File: src/rtl/rx_peak_search_nch.sv
// -----------------------------------------------------------------------------
// rx_peak_search_nch
// Captures NUM_SEQ correlator outputs per sample trigger into a shadow bank,
// scans them one channel per clock and keeps the strongest peak seen over a
// WIN_LEN-sample window. At window end the peak value, channel index and
// sample timestamp are presented to the ARM side with a one-cycle strobe.
//
// Build option:
//   RX_PEAK_ABS_EN  defined   -> metric is |x| (most-negative saturates to
//                                2^(CORR_W-1)-1), o_sample_arm is a magnitude
//                   undefined -> metric is the signed sample; negative values
//                                never qualify against a non-negative threshold
// -----------------------------------------------------------------------------
module rx_peak_search_nch #(
  parameter int NUM_SEQ = 16,
  parameter int SEQ_W   = 4,
  parameter int CORR_W  = 41,
  parameter int TIME_W  = 16,
  parameter int WIN_LEN = 1024
) (
  input  logic                        crx_clk,
  input  logic                        rrx_rst,
  input  logic                        erx_en,
  input  logic                        inew_samle_trigger,
  input  logic [NUM_SEQ*CORR_W-1:0]   isample_corr_flat,
  input  logic [CORR_W-1:0]           ithreshold,
  output logic [CORR_W-1:0]           o_sample_arm,
  output logic [SEQ_W-1:0]            o_received_seq,
  output logic [TIME_W-1:0]           o_time_arm,
  output logic                        o_trigger_arm,
  output logic                        o_overrun
);

  localparam int                WIN_W    = $clog2(WIN_LEN);
  localparam logic [WIN_W-1:0]  WIN_LAST = WIN_W'(WIN_LEN - 1);
  localparam logic [SEQ_W-1:0]  CH_LAST  = SEQ_W'(NUM_SEQ - 1);

  typedef enum logic [1:0] {
    ST_IDLE = 2'd0,
    ST_SCAN = 2'd1,
    ST_DONE = 2'd2
  } state_t;

  // Peak metric of one raw correlator sample.
  function automatic logic signed [CORR_W-1:0] f_metric(input logic signed [CORR_W-1:0] x);
    logic signed [CORR_W-1:0] most_neg;
    logic signed [CORR_W-1:0] most_pos;
    most_neg = {1'b1, {(CORR_W-1){1'b0}}};
    most_pos = {1'b0, {(CORR_W-1){1'b1}}};
`ifdef RX_PEAK_ABS_EN
    if (x == most_neg) begin
      return most_pos;
    end else if (x[CORR_W-1]) begin
      return -x;
    end else begin
      return x;
    end
`else
    // Signed metric passes through; the limits are only used in the abs build.
    if ((x == most_neg) || (x == most_pos)) begin
      return x;
    end else begin
      return x;
    end
`endif
  endfunction

  state_t                       state_r;
  state_t                       state_nxt_s;

  logic [NUM_SEQ*CORR_W-1:0]    shadow_r;
  logic [SEQ_W-1:0]             ch_r;
  logic [TIME_W-1:0]            samp_cnt_r;
  logic [TIME_W-1:0]            ts_r;
  logic [WIN_W-1:0]             win_cnt_r;
  logic                         win_last_r;
  logic signed [CORR_W-1:0]     best_metric_r;
  logic [SEQ_W-1:0]             best_seq_r;
  logic [TIME_W-1:0]            best_time_r;
  logic                         best_valid_r;

  logic [CORR_W-1:0]            sample_arm_r;
  logic [SEQ_W-1:0]             received_seq_r;
  logic [TIME_W-1:0]            time_arm_r;
  logic                         trigger_arm_r;
  logic                         overrun_r;

  logic                         accept_s;
  logic                         drop_s;
  logic                         upd_s;
  logic                         eow_s;
  logic signed [CORR_W-1:0]     cur_raw_s;
  logic signed [CORR_W-1:0]     metric_s;
  logic signed [CORR_W:0]       metric_ext_s;
  logic signed [CORR_W:0]       thr_ext_s;

  assign o_sample_arm   = sample_arm_r;
  assign o_received_seq = received_seq_r;
  assign o_time_arm     = time_arm_r;
  assign o_trigger_arm  = trigger_arm_r;
  assign o_overrun      = overrun_r;

  // Trigger qualification, current-channel metric and window-end decode.
  always_comb begin
    accept_s     = 1'b0;
    drop_s       = 1'b0;
    upd_s        = 1'b0;
    eow_s        = 1'b0;
    cur_raw_s    = shadow_r[int'(ch_r)*CORR_W +: CORR_W];
    metric_s     = f_metric(cur_raw_s);
    metric_ext_s = {metric_s[CORR_W-1], metric_s};
    thr_ext_s    = {1'b0, ithreshold};
    if (erx_en && inew_samle_trigger) begin
      // A trigger in DONE is taken because IDLE behaviour applies on that edge.
      if ((state_r == ST_IDLE) || (state_r == ST_DONE)) begin
        accept_s = 1'b1;
      end else begin
        drop_s = 1'b1;
      end
    end else begin
      accept_s = 1'b0;
      drop_s   = 1'b0;
    end
    // Strict greater-than keeps the earlier sample and the lower channel on ties.
    if ((state_r == ST_SCAN) && (metric_s > best_metric_r) && (metric_ext_s >= thr_ext_s)) begin
      upd_s = 1'b1;
    end else begin
      upd_s = 1'b0;
    end
    if ((state_r == ST_DONE) && win_last_r) begin
      eow_s = 1'b1;
    end else begin
      eow_s = 1'b0;
    end
  end

  // Next-state logic of the capture/scan/report sequencer.
  always_comb begin
    state_nxt_s = state_r;
    if (!erx_en) begin
      state_nxt_s = ST_IDLE;
    end else begin
      case (state_r)
        ST_IDLE: begin
          if (inew_samle_trigger) begin
            state_nxt_s = ST_SCAN;
          end else begin
            state_nxt_s = ST_IDLE;
          end
        end
        ST_SCAN: begin
          if (ch_r == CH_LAST) begin
            state_nxt_s = ST_DONE;
          end else begin
            state_nxt_s = ST_SCAN;
          end
        end
        ST_DONE: begin
          if (inew_samle_trigger) begin
            state_nxt_s = ST_SCAN;
          end else begin
            state_nxt_s = ST_IDLE;
          end
        end
        default: begin
          state_nxt_s = ST_IDLE;
        end
      endcase
    end
  end

  // Sequencer state register.
  always_ff @(posedge crx_clk or posedge rrx_rst) begin
    if (rrx_rst) begin
      state_r <= ST_IDLE;
    end else begin
      state_r <= state_nxt_s;
    end
  end

  // Capture, scan tracking, window bookkeeping and registered ARM outputs.
  always_ff @(posedge crx_clk or posedge rrx_rst) begin
    if (rrx_rst) begin
      shadow_r       <= {(NUM_SEQ*CORR_W){1'b0}};
      ch_r           <= {SEQ_W{1'b0}};
      samp_cnt_r     <= {TIME_W{1'b0}};
      ts_r           <= {TIME_W{1'b0}};
      win_cnt_r      <= {WIN_W{1'b0}};
      win_last_r     <= 1'b0;
      best_metric_r  <= {CORR_W{1'b0}};
      best_seq_r     <= {SEQ_W{1'b0}};
      best_time_r    <= {TIME_W{1'b0}};
      best_valid_r   <= 1'b0;
      sample_arm_r   <= {CORR_W{1'b0}};
      received_seq_r <= {SEQ_W{1'b0}};
      time_arm_r     <= {TIME_W{1'b0}};
      trigger_arm_r  <= 1'b0;
      overrun_r      <= 1'b0;
    end else if (!erx_en) begin
      // Disabled: restart the window from scratch, reported values hold.
      ch_r          <= {SEQ_W{1'b0}};
      samp_cnt_r    <= {TIME_W{1'b0}};
      win_cnt_r     <= {WIN_W{1'b0}};
      win_last_r    <= 1'b0;
      best_metric_r <= {CORR_W{1'b0}};
      best_valid_r  <= 1'b0;
      trigger_arm_r <= 1'b0;
    end else begin
      trigger_arm_r <= 1'b0;
      if (drop_s) begin
        overrun_r <= 1'b1;
      end
      if (state_r == ST_SCAN) begin
        ch_r <= ch_r + 1'b1;
        if (upd_s) begin
          best_metric_r <= metric_s;
          best_seq_r    <= ch_r;
          best_time_r   <= ts_r;
          best_valid_r  <= 1'b1;
        end
      end
      if (eow_s) begin
        if (best_valid_r) begin
          sample_arm_r   <= best_metric_r;
          received_seq_r <= best_seq_r;
          time_arm_r     <= best_time_r;
          trigger_arm_r  <= 1'b1;
        end
        best_valid_r  <= 1'b0;
        best_metric_r <= {CORR_W{1'b0}};
        win_cnt_r     <= {WIN_W{1'b0}};
        win_last_r    <= 1'b0;
      end
      // Accept last so a DONE-cycle trigger starts the next sample cleanly.
      if (accept_s) begin
        shadow_r   <= isample_corr_flat;
        ts_r       <= samp_cnt_r;
        samp_cnt_r <= samp_cnt_r + 1'b1;
        ch_r       <= {SEQ_W{1'b0}};
        win_last_r <= (win_cnt_r == WIN_LAST);
        if (win_cnt_r == WIN_LAST) begin
          win_cnt_r <= {WIN_W{1'b0}};
        end else begin
          win_cnt_r <= win_cnt_r + 1'b1;
        end
      end
    end
  end

endmodule
File: config.mk
export PLATFORM = sky130hd
export DESIGN_NAME = rx_peak_search_nch
export DESIGN_NICKNAME = d
export VERILOG_FILES = /design/src/rtl/rx_peak_search_nch.sv
export SDC_FILE = /design/constraint.sdc
export NUM_CORES = 2
export LEC_CHECK = 0
export BUFFER_PORTS_ARGS = -buffer_cell sky130_fd_sc_hd__buf_2
export CORE_AREA = 2 2 295 297
export DETAILED_ROUTE_END_ITERATION = 8
export DIE_AREA = 0 0 297 299
export HOLD_SLACK_MARGIN = 0.06
export PLACE_DENSITY = 0.63
export SYNTH_ARGS = -nofsm -noshare
export SYNTH_HDL_FRONTEND = slang
export SYNTH_SLANG_ARGS = --single-unit
File: constraint.sdc
create_clock -name crx_clk -period 61.8 [get_ports crx_clk]
set_input_delay 6.18 -clock crx_clk [delete_from_list [all_inputs] [get_ports crx_clk]]
set_output_delay 6.18 -clock crx_clk [all_outputs]
set_load 0.02 [all_outputs]
==> impl_results.md <==
- Setup tns final: 0 ns
- Largest net degree at the start of global routing: 191
- Routed Antenna Nets: 0
- Via count: 24.3k
- Mapped Cells: 2499
- Most used cell, CP: buf_4
- Avg Cell Area, Syn: about 15 um^2
- CTS Sinks: 830
- H-tree level count: 3
- First-pass GRT wire length: 163000 um
- Worst Path Required: 62.31 ns
- CP max stage cell: buf_4
- Measured slew at the worst slew-check pin: 1.24 ns
- Fin Hold WS: roughly 0.47 ns
- Clock root cell: clkbuf_16
- CTS buffer count: 91
- Final Hold Viols: 0
- GRT Total Usage: 24.1%
- Library cells used by synthesis: between 50 and 60
- Critical-path cell list: buf_2, nor2b_1, nand2_4, buf_12, buf_4, buf_4, mux2_2
- Maximum clock path buffer count: 3
- Part of the Yosys area used for sequential elements: 55.1%
- Crit path launch type: input port
- Power Dens Cells: 33.7 nW/um^2
- Clock insertion delay at the later pin of the skew report: 0.65 ns
- DR pass1 iterations: 5
- Die Wd: around 300 um
- Synth-to-Final Area Change: 21.5%
- Status: complete, no violations
- Vias per cell: around 5.4
- Die area: 88800 um^2
- Pint: about 1.1 mW
- Ys flop type: dfrtp_1
- Worst R2R Path Depth: 13
- Worst path bufs/invs: 4
- DRC viols: 0
- Biggest cell delay along the critical path: 0.95 ns
- Flops & latches, synth: 830
- Dominant delay contributor by cell family on the critical path: buffers and inverters
- Share of cells above drive strength 1: 55.7%
- Die Ht: 299 um
- Clk_skew: between 0.02 and 0.025 ns
- Minimum clock period: 10.16 ns
- Leakage: roughly 21 nW
- Syn_nets: 3284
- VDD IR max: 0.0000212 V
- Antenna violations before repair: 60
- Initial core utilization: between 40 and 50%
- Critical path fanouts, max: between 150 and 200
- Drt initial violations: 1480
- Hold crit path type: reg2reg
- Part of the power in registers: 45.0%
- Clk pwr share: a little over a third
- Post_cts resized: 0
- Synthesis Warnings: 0
- I/O Buffers: 763
- Tcrit/Tclk final: 16.4%
- Std-Cell Rows: ~110
- Hold depth: 1
- Total grt overflow: 0
- Max-cap violations: 0
- Sw Pwr: 400 uW
- Critical path type: in2reg
- Switching Fraction: 25.9%
- Postcts setup bufs: 0
- Most common cell after layout, fill and taps aside: dfrtp_1
- Crit. End Element: flop
- Global placement routability congestion: ~0.9
- Max_slew headroom: roughly 17%
- Unrepaired setup endpoints after global routing: false
- Post-Syn Area: 37700 um^2
- Post-synth EDFFs: 0
- Ys async rst share: 100%
- Worst-path clk slew: 0.06 ns
- Arr. time, crit path: 10.67 ns
- CP Depth: 7
- Vias in the first global route: between 20k and 30k
- Fmax: 98.4 MHz
- Number of I/O pins: 764
- Final setup viols: 0
- CTS tree: done
- Detailed Route WL: roughly 110000 um
- Final Max Slew Viols: 0
- Hold Buf Count CTS: 0
- Commonest cells after routing, fill and taps aside: dfrtp_1, buf_2, mux2_2, mux4_2, nand2_1
- Layout Nets: 4015
- Post-layout util: 53.3%
- Combinational cell fraction of total power: 18.4%
- Detailed placement HPWL: 79100 um
- DR WL/cell: 23.9 um
- Core area: 85900 um^2
==> power groups by stage <==
stage | combinational, mW | clock [mW] | sequential [mW]
global placement | 0.277 | 0 | 0.694
global route | 0.311 | 0.601 | 0.704
floorplan | 0.211 | 0 | 0.680
finish | 0.284 | 0.564 | 0.694
detailed placement | 0.287 | 0 | 0.702
CTS | 0.289 | 0.578 | 0.692
==> layout make-up <==
class,instances,area [um^2]
well taps,1155,1450
clock inverters,43,474
multi-input cells,1430,16000
repair buffers,790,4060
clock buffers,123,2650
inverters,87,334
diodes,36,90.1
flip-flops and latches,830,20800
fillers,7283,40200
==> synth_stat cells, types with 7 or more instances <==
| cell | number | area, um^2 |
|---|---|---|
| clkbuf_1 | 107 | 402 |
| nor2_1 | 36 | 135 |
| ha_1 | 84 | 1050 |
| buf_6 | 7 | 78.8 |
| dfrtp_1 | 830 | 20800 |
| buf_1 | 27 | 101 |
| nand4_1 | 17 | 106 |
| nand3_1 | 10 | 50.1 |
| a21oi_1 | 32 | 160 |
| a22o_1 | 43 | 377 |
| mux2_2 | 673 | 7580 |
| mux4_2 | 205 | 4620 |
| mux2_1 | 20 | 225 |
| o21ai_1 | 9 | 45.0 |
| xor2_1 | 11 | 96.3 |
| buf_2 | 11 | 55.1 |
| o21ai_0 | 59 | 295 |
| inv_1 | 87 | 327 |
| nand2_1 | 145 | 544 |
| and3_1 | 14 | 87.6 |
==> final timing paths <==
kind,from,endpoint,slack [ns]
min in group asynchronous,rrx_rst,o_trigger_arm,5.63
min reg2reg,o_overrun,o_overrun,0.47
max reg2reg,ch_r[0],best_time_r[3],54.31
min,o_overrun,o_overrun,0.47
max,inew_samle_trigger,shadow_r[356],51.64
max in group asynchronous,rrx_rst,shadow_r[137],52.89
==> worst register-to-register path, delay by kind of cell, from the launching register on <==
family / cells / cell delay (ns)
fa+ha+maj: 1 / 0.31
flops: 1 / 0.84
buf+inv: 3 / 2.16
mux: 3 / 1.71
simple gates: 5 / 2.05
compound gates: 1 / 0.28
==> routing by layer <==
layer	GRT usage [%]	up-vias	wire length (um)
met5	0	-	222
met4	9.40	36	3480
met3	5.75	216	6670
met2	40.6	738	54800
met1	30.1	12600	42400
li1	-	10700	-
==> logic make-up after synthesis <==
| group | after synthesis | synth area share, % |
|---|---|---|
| adders and majority gates | 84 | 2.79 |
| xor gates and xnor gates | 17 | 0.395 |
| muxes | 900 | 33.0 |
| AOI/OAI and AO/OA | 177 | 3.07 |
| DFF | 830 | 55.1 |
| buffers and inverters | 239 | 2.56 |
| and+or+nand+nor | 252 | 3.04 |
==> metrics by stage <==
step	area, um^2	worst slack (ns)	power, mW	cells
3_5_place_dp	42600	51.15	0.989	4292
4_1_cts	45700	51.85	1.56	4458
3_3_place_gp	42600	51.30	0.971	4292
2_1_floorplan	37700	32.30	0.891	2499
6_report	45800	51.64	1.54	4494
5_1_grt	45800	51.46	1.62	4489
==> state kept, by name (all words and copies together) (netlist names), 10 cells and up <==
| signal | flops |
|---|---|
| best_metric_r | 41 |
| best_time_r | 16 |
| o_sample_arm | 41 |
| o_time_arm | 16 |
| samp_cnt_r | 16 |
| shadow_r | 656 |
| ts_r | 16 |
| win_cnt_r | 10 |
Note: power is estimated with default switching activity, not from simulation.
